### src/rtl/irf_reg_bank_pkg.sv
// Shared IRF definitions: register-file geometry and the write-strobe validity check
// used by both the register bank and the demux checker.
package irf_reg_bank_pkg;

    localparam int unsigned DATA_W   = 8;
    localparam int unsigned ADDR_W   = 3;
    localparam int unsigned NREG     = 2 ** ADDR_W;
    localparam int unsigned ZERO_REG = 0;

    // True only when exactly one strobe bit is set.
    function automatic logic is_onehot(input logic [NREG-1:0] v);
        int unsigned n;
        n = 0;
        for (int unsigned i = 0; i < NREG; i++) begin
            if (v[i]) n++;
        end
        return (n == 1);
    endfunction

endpackage

### src/rtl/irf_reg_bank_scoreboard.sv
// Pending-load scoreboard: tracks registers awaiting a load writeback and raises
// stall when a read port sources one that is not being written this cycle.
module irf_scoreboard
    import irf_reg_bank_pkg::*;
(
    input  logic              clk,
    input  logic              rst_n,
    input  logic [NREG-1:0]   wr_mask,
    input  logic              ld_issue,
    input  logic [ADDR_W-1:0] ld_dst,
    input  logic [ADDR_W-1:0] ra1,
    input  logic [ADDR_W-1:0] ra2,
    output logic [NREG-1:0]   pend,
    output logic              stall
);

    logic [NREG-1:0] set_mask;
    logic [NREG-1:0] pend_nxt;
    logic            stall1;
    logic            stall2;

    // Set is applied after clear so a new load supersedes a completing writeback.
    always_comb begin
        set_mask = '0;
        if (ld_issue && (ld_dst != ADDR_W'(ZERO_REG))) set_mask[ld_dst] = 1'b1;
        pend_nxt = (pend & ~wr_mask) | set_mask;
        pend_nxt[ZERO_REG] = 1'b0;
    end

    always_ff @(posedge clk or negedge rst_n) begin
        if (!rst_n) pend <= '0;
        else        pend <= pend_nxt;
    end

    always_comb begin
        stall1 = (ra1 != ADDR_W'(ZERO_REG)) && pend[ra1] && !wr_mask[ra1];
        stall2 = (ra2 != ADDR_W'(ZERO_REG)) && pend[ra2] && !wr_mask[ra2];
        stall  = stall1 || stall2;
    end

endmodule

### src/rtl/irf_reg_bank.sv
// Eight-entry integer register file: one-hot strobed writes, two bypassed
// combinational read ports, hardwired-zero R0 and a pending-load scoreboard.
module irf_reg_bank #(
    parameter int unsigned DATA_W = irf_reg_bank_pkg::DATA_W,
    parameter int unsigned ADDR_W = irf_reg_bank_pkg::ADDR_W
) (
    input  logic                 clk,
    input  logic                 rst_n,
    input  logic [2**ADDR_W-1:0] we_vec,
    input  logic [DATA_W-1:0]    wd,
    input  logic [ADDR_W-1:0]    ra1,
    input  logic [ADDR_W-1:0]    ra2,
    output logic [DATA_W-1:0]    rd1,
    output logic [DATA_W-1:0]    rd2,
    input  logic                 ld_issue,
    input  logic [ADDR_W-1:0]    ld_dst,
    output logic [2**ADDR_W-1:0] pend,
    output logic                 stall,
    output logic                 we_err
);

    import irf_reg_bank_pkg::*;

    logic [DATA_W-1:0] regs [NREG];
    logic              wr_ok;
    logic [NREG-1:0]   wr_mask;

    always_comb begin
        wr_ok   = is_onehot(we_vec);
        wr_mask = wr_ok ? we_vec : '0;
    end

    always_ff @(posedge clk or negedge rst_n) begin
        if (!rst_n) begin
            for (int unsigned i = 0; i < NREG; i++) regs[i] <= '0;
        end else begin
            for (int unsigned i = 1; i < NREG; i++) begin
                if (wr_mask[i]) regs[i] <= wd;
            end
        end
    end

    always_ff @(posedge clk or negedge rst_n) begin
        if (!rst_n)                        we_err <= 1'b0;
        else if (we_vec != '0 && !wr_ok)   we_err <= 1'b1;
    end

    // A same-cycle valid write to the addressed register is forwarded ahead of storage.
    always_comb begin
        rd1 = '0;
        if (ra1 != ADDR_W'(ZERO_REG)) rd1 = wr_mask[ra1] ? wd : regs[ra1];
        rd2 = '0;
        if (ra2 != ADDR_W'(ZERO_REG)) rd2 = wr_mask[ra2] ? wd : regs[ra2];
    end

    irf_scoreboard u_scoreboard (
        .clk      (clk),
        .rst_n    (rst_n),
        .wr_mask  (wr_mask),
        .ld_issue (ld_issue),
        .ld_dst   (ld_dst),
        .ra1      (ra1),
        .ra2      (ra2),
        .pend     (pend),
        .stall    (stall)
    );

endmodule

### config.mk
export PLATFORM = sky130hd
export DESIGN_NAME = irf_reg_bank
export DESIGN_NICKNAME = d
export VERILOG_FILES = /design/src/rtl/irf_reg_bank_pkg.sv /design/src/rtl/irf_reg_bank_scoreboard.sv /design/src/rtl/irf_reg_bank.sv
export SDC_FILE = /design/constraint.sdc
export NUM_CORES = 1
export LEC_CHECK = 0
export CORE_MARGIN = 2
export CORE_UTILIZATION = 57
export CTS_BUF_LIST = sky130_fd_sc_hd__clkbuf_16
export DETAILED_ROUTE_END_ITERATION = 16
export GPL_TIMING_DRIVEN = 0
export PLACE_DENSITY = 0.81
export SLEW_MARGIN = 30
export SYNTH_ARGS = -nofsm -noshare
export SYNTH_HDL_FRONTEND = slang
export SYNTH_SLANG_ARGS = --single-unit
### constraint.sdc
create_clock -name clk -period 9.8 [get_ports clk]
set_clock_uncertainty 0.1 [all_clocks]
set_input_delay 2.45 -clock clk [delete_from_list [all_inputs] [get_ports clk]]
set_output_delay 2.45 -clock clk [all_outputs]
set_load 0.01 [all_outputs]
# --- Word level (Yosys, flattened, before mapping) ---
# Cells that the tools add are included.
# Widths: inputs -> output; s select.
word_totals:
  out_inout_bits: 26
  reg_bits: 64
  input_bits: 28
classes:
  magnitude_cmp: 6
  muxes: 30
  add_sub_neg: 7
  bitwise: 5
  n_reduce_logical: 15
  eq_ne: 1
ops:
  columns: ["operator", "count"]
  rows:
  - ["$add 32x1->32 const B", 7]
  - ["$mux 32", 7]
  - ["$mux 8", 10]
  - ["$bmux 8 s3", 2]
  - ["$eq 32x1->1 const B", 1]
  - ["$bmux 1 s3", 4]
  - ["$lt 3x4->1 const B", 3]
  - ["$reduce_bool 3->1", 3]
  - ["$and 8x8->8", 1]
  - ["$ge 4x4->1 const B", 2]
  - ["$not 3->4", 2]
  - ["$not 8->8", 1]
  - ["$or 8x8->8", 1]
  - ["$reduce_bool 8->1", 1]
  - ["$logic_and 1x1->1", 7]
  - ["$mux 1", 6]
  - ["$demux 1 s3", 1]
  - ["$ge 3x1->1 const B", 1]
  - ["$logic_not 1->1", 3]
  - ["$logic_or 1x1->1", 1]

# --- Logic depth before layout (Yosys ltp) ---
# Gate-level depths: netlist of run 1.
depth:
  word_depth: 22
  depth_mapped: 25

# --- By module ---
# From an unflattened synthesis of run 1, not the netlist that was laid out.
unflattened:
  cells_unflattened: 397
  hier_area_um2: 4595.7
modules_own_cells:
  columns: ["mod", "seq_area_each_um2", "area_each_um2", "cells_each", "instances"]
  rows:
  - ["irf_reg_bank", 1426.4, 4154.0, 356, 1]
  - ["irf_scoreboard", 175.2, 441.7, 41, 1]

# --- Least setup slack after synthesis of run 1 ---
# No wires, ideal clock.
synth_timing:
  kind: "input to output"
  from: "in we_vec[0]"
  to: "out rd2[0]"
  slack_ns: 0.642
  cell_stages: 23
  arrival_ns: 6.608
  path_cell_list: "ha_1 > nor2b_1 > or2_2 > ha_1 > nor2b_1 > nor2_1 > ha_1 > nand2_1 > o31ai_1 > ha_1 > a21oi_1 > o21ai_1 > ha_1 > mux2_2 > ha_1 > nand2_1 > xnor2_1 > xnor2_1 > o211ai_1 > a22o_1 > clkbuf_2 > nand4_2 > mux2i_1"
synth_via:
  elab_chain_len: 21
synth_lines:
  columns: ["element", "line", "text"]
  rows:
  - ["start, declared", "irf_reg_bank.sv:9", "input logic [2**ADDR_W-1:0] we_vec,"]
  - ["$mux 1", "irf_reg_bank_pkg.sv:15", "if (v[i]) n++;"]
  - ["$add 32x1->32", "irf_reg_bank_pkg.sv:15", null]
  - ["$mux 32", "irf_reg_bank_pkg.sv:15", null]
  - ["$add 32x1->32", "irf_reg_bank_pkg.sv:15", null]
  - ["$mux 32", "irf_reg_bank_pkg.sv:15", null]
  - ["$add 32x1->32", "irf_reg_bank_pkg.sv:15", null]
  - ["$mux 32", "irf_reg_bank_pkg.sv:15", null]
  - ["$add 32x1->32", "irf_reg_bank_pkg.sv:15", null]
  - ["[... 4 more ...]", null, null]
  - ["$mux 32", "irf_reg_bank_pkg.sv:15", null]
  - ["$add 32x1->32", "irf_reg_bank_pkg.sv:15", null]
  - ["$mux 32", "irf_reg_bank_pkg.sv:15", null]
  - ["$eq 32x1->1", "irf_reg_bank_pkg.sv:17", "return (n == 1);"]
  - ["$mux 8 (*)", "irf_reg_bank.sv:30", "wr_mask = wr_ok ? we_vec : '0;"]
  - ["$bmux 1 s3 (*)", "irf_reg_bank.sv:53", "if (ra2 != ADDR_W'(ZERO_REG)) rd2 = wr_mask[ra2] ? wd : regs[ra2];"]
  - ["$mux 1 (implied by the code) (*)", "irf_reg_bank.sv:53", null]
  - ["$mux 8 (*) (2 in series)", "irf_reg_bank.sv:53", null]
  - ["end, declared", "irf_reg_bank.sv:14", "output logic [DATA_W-1:0] rd2,"]
# Every way passes the cells marked *; elsewhere a longest branch is shown, timed or not. The select of a mux whose other input is x is not followed.

# --- Final worst setup path of run 1 ---
layout_timing:
  from: "in we_vec[2]"
  to: "out rd2[2]"
layout_via:
  elab_chain_len: 17
layout_lines:
  columns: ["element", "line"]
  rows:
  - ["$mux 32", "irf_reg_bank_pkg.sv:15"]
  - ["$add 32x1->32", "irf_reg_bank_pkg.sv:15"]
  - ["$mux 32", "irf_reg_bank_pkg.sv:15"]
  - ["$add 32x1->32", "irf_reg_bank_pkg.sv:15"]
  - ["$mux 32", "irf_reg_bank_pkg.sv:15"]
  - ["$add 32x1->32", "irf_reg_bank_pkg.sv:15"]
  - ["$mux 32", "irf_reg_bank_pkg.sv:15"]
  - ["$add 32x1->32", "irf_reg_bank_pkg.sv:15"]
  - ["$mux 32", "irf_reg_bank_pkg.sv:15"]
  - ["$add 32x1->32", "irf_reg_bank_pkg.sv:15"]
  - ["$mux 32", "irf_reg_bank_pkg.sv:15"]
  - ["$eq 32x1->1", "irf_reg_bank_pkg.sv:17"]
  - ["$mux 8 (*)", "irf_reg_bank.sv:30"]
  - ["$bmux 1 s3 (*)", "irf_reg_bank.sv:53"]
  - ["$mux 1 (implied by the code) (*)", "irf_reg_bank.sv:53"]
  - ["$mux 8 (*) (2 in series)", "irf_reg_bank.sv:53"]
# Marked as above.

==> impl_metrics.env, run 1 <==
export IMPL_period_share_pct=97.67
export IMPL_avgRoutedWirePerCell_um=21.16
export IMPL_route_met3_wl_um=636
export IMPL_synth_avg_cell_area_um2=12.03
export IMPL_synth_edf_count=0
export IMPL_synthCells=389
export IMPL_numPortBuffers=51
export IMPL_fin_area_um2=5798
export IMPL_fin_crit_ns=9.572
export IMPL_clock_latency_ns=0.33
export IMPL_crit_type="in -> out"
export IMPL_met2_length_mm=6.132
export IMPL_yosysWarnings=8
export IMPL_r2r_slack_ns=8.89
export IMPL_drt_iter0_markers=294
export IMPL_cap_viol_max_count=0
export IMPL_grt_ovfl_total=0
export IMPL_p_leak_nw=2.569
export IMPL_peakVddDrop_mv=0.1293
export IMPL_cts_tree="yes"
export IMPL_crit_required_ns=7.25
export IMPL_p_total_w=0.001609
export IMPL_wl_met1_mm=5.127
export IMPL_max_freq_ghz=0.1045
export IMPL_drive_gt1_share_pct=39.62
export IMPL_grt_total_usage_pct=28.45
export IMPL_antenna_cells=0
export IMPL_timing_rr_end="regs[40]"
export IMPL_ys_types=49
export IMPL_grt_pass1_vias=3639
export IMPL_die_y_um=94.62
export IMPL_drt_wl_total_mm=12.21
export IMPL_rows=33
export IMPL_worstSetupStartpoint="we_vec[2]"
export IMPL_max_slew_margin_pct=46.97
export IMPL_p_per_area_nw_per_um2=277.5
export IMPL_worstHoldPathType="reg -> reg"
export IMPL_syn_num_nets=424
export IMPL_crit_path_end_kind="output port"
export IMPL_fillers=543
export IMPL_cp_endpoint="rd2[2]"
export IMPL_hold_buffers=0
export IMPL_worst_slew_pin_slew_ns=0.7955
export IMPL_r2r_start="regs[40]"
export IMPL_report_final_slew_viol_count=0
export IMPL_core_um2=8093
export IMPL_synth_seq_cells=64
export IMPL_postRouteAntennaNets=0
export IMPL_critPathMaxFanout=10
export IMPL_placed_cells=546
export IMPL_arrival_ns=7.02
export IMPL_pin_count=54
export IMPL_tns_ns=0
export IMPL_clock_sinks=64
export IMPL_async_flop_share_pct=100.0
export IMPL_hpwl_mm=8.154
export IMPL_antenna_found_initial=0
export IMPL_outcome="finished clean"
export IMPL_cts_root_buf="clkbuf_16"
export IMPL_grt_pass1_wl_mm=19.20
export IMPL_initial_core_util_pct=57.84
export IMPL_ys_flop_type="dfrtp_1"
export IMPL_seq_area_frac_synth_pct=34.22
export IMPL_via_count=3614
export IMPL_clkSlewWorstSetupHoldPaths_ns=0.05
export IMPL_grt_max_degree=40
export IMPL_drc=0
export IMPL_crit_slowest_cell="ha_1"
export IMPL_dieArea_um2=8953
export IMPL_synthToLayoutAreaGrowth_pct=23.87
export IMPL_finalNetCount=504
export IMPL_critPathMaxStageDelay_ns=0.32
export IMPL_die_w_um=94.62
export IMPL_setup_violations=0
export IMPL_cpMostUsedCell="ha_1"
export IMPL_stdcell_count=577
export IMPL_clk_path_buf_depth=2
export IMPL_hold_viol_final=0
export IMPL_placed_area_um2=5340
export IMPL_synth_area_um2=4681
export IMPL_gp_congestion=0.8509
export IMPL_rr_worst_depth=1
export IMPL_htreeDepth=3
export IMPL_top_layer="met4"
export IMPL_cts_buffers=9
export IMPL_dr_pass1_iters=5
export IMPL_vias_per_cell=6.263
export IMPL_hp_start="we_err"
export IMPL_start_kind="input pin"
==> layout make-up <==
class	count	area [µm²]	area share, %
Buffer	29	192.7	3.323
Clock buffer	9	225.2	3.884
Clock inverter	5	26.28	0.4532
Inverter	11	41.29	0.7121
Multi-Input combinational cell	285	3000	51.75
Sequential cell	64	1602	27.62
Tap cell	105	131.4	2.266
Timing Repair Buffer	69	579.3	9.991
==> layout by cell type (no fill, tap or decap), drive strengths merged, types with 2 or more instances in the layout <==
cell type,n
o22ai,7
nor2,24
nor2b,5
clkdlybuf4s50,30
dlygate4sd2,3
a22oi,17
nand3,5
nand2b,6
mux2i,17
xor2,2
inv,11
dfrtp,64
and4,7
mux4,22
or3,2
nand2,29
or2,2
xnor3,2
ha,7
a21oi,20
clkinvlp,2
nand4,4
clkbuf,25
buf,48
o21ai,7
mux2,76
xnor2,8
clkinv,3
a21o,3
==> sequential cells by signal (all words and copies together), names as in the netlist <==
register and cells:
regs 56, we_err 1, u_scoreboard.pend 7
==> critical path: cells and delay by family <==
kind,cells,cell delay [ns]
fa+ha+maj,5,1.34
compound gates,5,0.67
simple gates,7,0.88
buf+inv,5,0.88
mux,2,0.49
xor+xnor,2,0.30
==> cell usage after synthesis, types with 7 or more instances <==
master | count | share of area [%]
nand2_1 | 29 | 2.3
buf_6 | 9 | 2.2
o22ai_1 | 7 | 0.94
a21oi_1 | 20 | 2.1
mux2_2 | 19 | 4.6
ha_1 | 7 | 1.9
mux4_2 | 22 | 11
nor2_1 | 24 | 1.9
mux2i_1 | 17 | 3.6
mux2_4 | 57 | 18
and4_4 | 7 | 1.7
clkbuf_1 | 13 | 1.0
dfrtp_1 | 64 | 34
inv_1 | 11 | 0.88
a22oi_1 | 17 | 2.7
==> how the worst min path moves through the flow <==
stage,endpoint,slack (ns),cells after the start
after detailed placement,we_err,0.35,1
after floorplan,regs[32],0.39,1
after CTS,we_err,0.38,1
after global placement,we_err,0.36,1
final,we_err,0.37,1
after global routing,we_err,0.39,1
==> per-layer routing <==
layer	vias up	global-route usage [%]
li1	1592	-
met1	1856	38.33
met2	136	46.34
met3	30	6.225
met4	0	8.575
met5	-	0
==> power breakdown <==
group | internal (W) | switching (W) | total, W
Combinational | 0.000494 | 0.000321 | 0.000815
Sequential | 0.000400 | 0.000118 | 0.000518
Clock | 0.000165 | 0.000112 | 0.000277
==> per-stage QoR <==
stage / hold WS (ns) / worst slack (ns) / util, %
after detailed placement: 0.3543 / -0.9906 / 65.99
after CTS: 0.3755 / 0.08049 / 70.52
after global routing: 0.3857 / -0.04348 / 71.65
after floorplan: 0.3931 / 0.6418 / -
after global placement: 0.3615 / -0.8007 / 65.77
final: 0.3715 / 0.2280 / 71.65
==> kinds of logic after synthesis <==
logic type                 synth area share [%]
adders and majority gates                 1.871
DFF                                       34.22
xor gates and xnor gates                  3.422
other                                   0.08012
and+or+nand+nor                           10.32
buffers and inverters                     4.785
muxes                                     37.08
AOI/OAI and AO/OA                         8.233
==> timing repair <==
item	in CTS	in global routing
gates resized for setup	80	16
setup buffers	11	6
setup endpoints to repair	17	17
pin swaps	4	10
Power figures use the tool's default switching activity.
==> inputs of run 2 (changes only) <==
Settings changed: CORE_ASPECT_RATIO set to 0.6, CORE_UTILIZATION 57 to 52, PLACE_DENSITY 0.81 to 0.78.
Clock period 9.8 ns to 7.7 ns, I/O delays scaled along.
==> run 2 against run 1 <==
Die area rose by 9.5%; first-iteration DRC count rose by 18%; design area rose by 5.2%; the flow now finishes with violations (negative setup slack); power rose by 37%; global-route usage fell by 0.72 points; worst hold slack improved by 0.0044 ns; clock power rose by 53%; sequential power rose by 26%; non-clock buffer count rose by 7; count of clock-buffer cells in the layout did not move; critical path depth fell by 1.
==> impl_metrics.env, run 2 (synthesis gave the netlist of run 1 again) <==
export IMPL_final_cell_mix="dfrtp_1 (64), mux2_4 (58), clkdlybuf4s50_1 (30)"
export IMPL_cts_root_buf="clkbuf_16"
export IMPL_grt_ovfl_total=0
export IMPL_pin_count=54
export IMPL_setup_violations=17
export IMPL_finalNetCount=511
export IMPL_arrival_ns=6.24
export IMPL_period_share_pct=107.4
export IMPL_placed_cells=553
export IMPL_reg_top3="regs: 56 flops, u_scoreboard.pend: 7 flops, we_err: 1 flops"
export IMPL_report_final_slew_viol_count=0
export IMPL_initial_core_util_pct=54.30
export IMPL_cap_viol_max_count=0
export IMPL_dr_pass1_iters=5
export IMPL_p_leak_nw=2.649
export IMPL_clk_path_buf_depth=2
export IMPL_rsz0062_at_grt="yes"
export IMPL_clock_latency_ns=0.34
export IMPL_die_w_um=126.5
export IMPL_fin_crit_ns=8.266
export IMPL_antenna_found_initial=0
export IMPL_failed_checks="negative setup slack"
export IMPL_hpwl_mm=9.182
export IMPL_core_um2=8621
export IMPL_fin_util_pct=70.73
export IMPL_grt_pass1_wl_mm=20.45
export IMPL_htreeDepth=3
export IMPL_max_freq_ghz=0.1210
export IMPL_cts_tree="yes"
export IMPL_stdcell_count=593
export IMPL_max_slew_margin_pct=44.65
export IMPL_drt_wl_total_mm=13.03
export IMPL_crit_type="in -> out"
export IMPL_synthToLayoutAreaGrowth_pct=30.26
export IMPL_antenna_cells=0
export IMPL_via_count=3680
export IMPL_grt_total_usage_pct=27.74
export IMPL_vias_per_cell=6.206
export IMPL_grt_pass1_vias=3609
export IMPL_die_y_um=77.49
export IMPL_rows=26
export IMPL_crit_path_end_kind="output port"
export IMPL_start_kind="input pin"
export IMPL_fin_ws_ns=-0.5664
export IMPL_final_common_cell="dfrtp_1"
export IMPL_grt_max_degree=49
export IMPL_p_per_area_nw_per_um2=360.8
export IMPL_worstHoldPathType="reg -> reg"
export IMPL_crit_required_ns=5.68
export IMPL_postRouteAntennaNets=0
export IMPL_avgRoutedWirePerCell_um=21.98
export IMPL_drt_iter0_markers=348
export IMPL_peakVddDrop_mv=0.1728
export IMPL_numPortBuffers=51
export IMPL_gp_congestion=0.9193
export IMPL_outcome="finished, violations left"
export IMPL_top_register="regs"
export IMPL_dieArea_um2=9801
export IMPL_hold_viol_final=0
export IMPL_clkSlewWorstSetupHoldPaths_ns=0.05
export IMPL_drc=0
export IMPL_place_ws_ns=-1.756
export IMPL_drive_gt1_share_pct=45.32
export IMPL_worst_slew_pin_slew_ns=0.8302
export IMPL_critPathMaxFanout=8
export IMPL_cts_buffers=9
export IMPL_clock_sinks=64
export IMPL_largest_reg_flops=56
[run 2: changes by cell type in the layout (fill, tap and decap cells not counted), sizes merged]
cell           delta
inv               +3
clkinv            -1
clkbuf            -3
dlygate4sd2       -3
buf              +14
bufinv            +2
clkdlybuf4s15     -1
clkinvlp          -2
[run 2: worst paths after layout]
check / startpoint / end / slack (ns) / depth (start not counted)
worst max-delay path: we_vec[1] / rd2[4] / -0.57 / 25
worst min-delay path: we_err / we_err / 0.38 / 1
worst max register to register: regs[36] / regs[36] / 6.80 / 1
worst min register to register: we_err / we_err / 0.38 / 1
max in group asynchronous: rst_n / regs[29] / 5.64 / 2
min in group asynchronous: rst_n / regs[48] / 1.35 / 1
[run 2: report_power, final]
group / switching, W / internal, W
Sequential: 0.000146 / 0.000509
Clock: 0.000145 / 0.000278
Combinational: 0.000452 / 0.000669
[run 2: stage by stage]
stage                     power, W  instance area [µm²]  hold slack, ns  TNS [ns]
after global placement    0.001663                 5530          0.3640    -26.28
after global routing      0.002301                 6097          0.3863    -11.35
final                     0.002200                 6097          0.3760    -8.802
after floorplan           0.001373                 4880          0.3931    -1.193
after detailed placement  0.001709                 5555          0.3645    -28.29
after CTS                 0.002169                 6042          0.3772    -8.044
[run 2: timing repair]
action / in CTS / in global routing
setup endpoints to repair: 17 / 17
hold buffers: 0 / 0
cloned: 0 / 0
gates resized for setup: 100 / 4
pin swaps: 16 / 11
endpoints found under the hold margin: 0 / 0
buffers inserted: 18 / 7
[run 2: critical path, cell delays in order]
cell and delay, ns:
buf_8 0.11, ha_4 0.15, nor2b_4 0.12, or2_4 0.25
ha_4 0.22, nor2b_4 0.13, nor2_2 0.04, ha_1 0.34
nand2_1 0.07, o31ai_1 0.07, ha_1 0.32, a21oi_2 0.14
o21ai_2 0.09, ha_1 0.32, mux2_4 0.28, ha_4 0.16
nand2_4 0.07, xnor2_4 0.16, xnor2_2 0.15, o211ai_1 0.12
a22o_2 0.29, nand4_4 0.11, buf_12 0.16, mux2i_4 0.27
buf_2 0.16
[run 2: layout make-up]
class	count	area (µm²)
multi-input combinational	285	3143
fill	576	2524
sequential	64	1602
timing repair buffer	77	679.4
clock buffer	9	225.2
buffer	28	186.4
tap	112	140.1
clock inverter	7	80.08
inverter	11	41.29
[run 2: metal layers]
metal	vias up	routed length, µm	global-route usage [%]	part of all wire, %
li1	1610	-	-	-
met1	1885	6178	41.45	47
met2	162	5638	40.16	43
met3	23	998	7.862	7.7
met4	0	217	6.264	1.7
met5	-	0	0	0
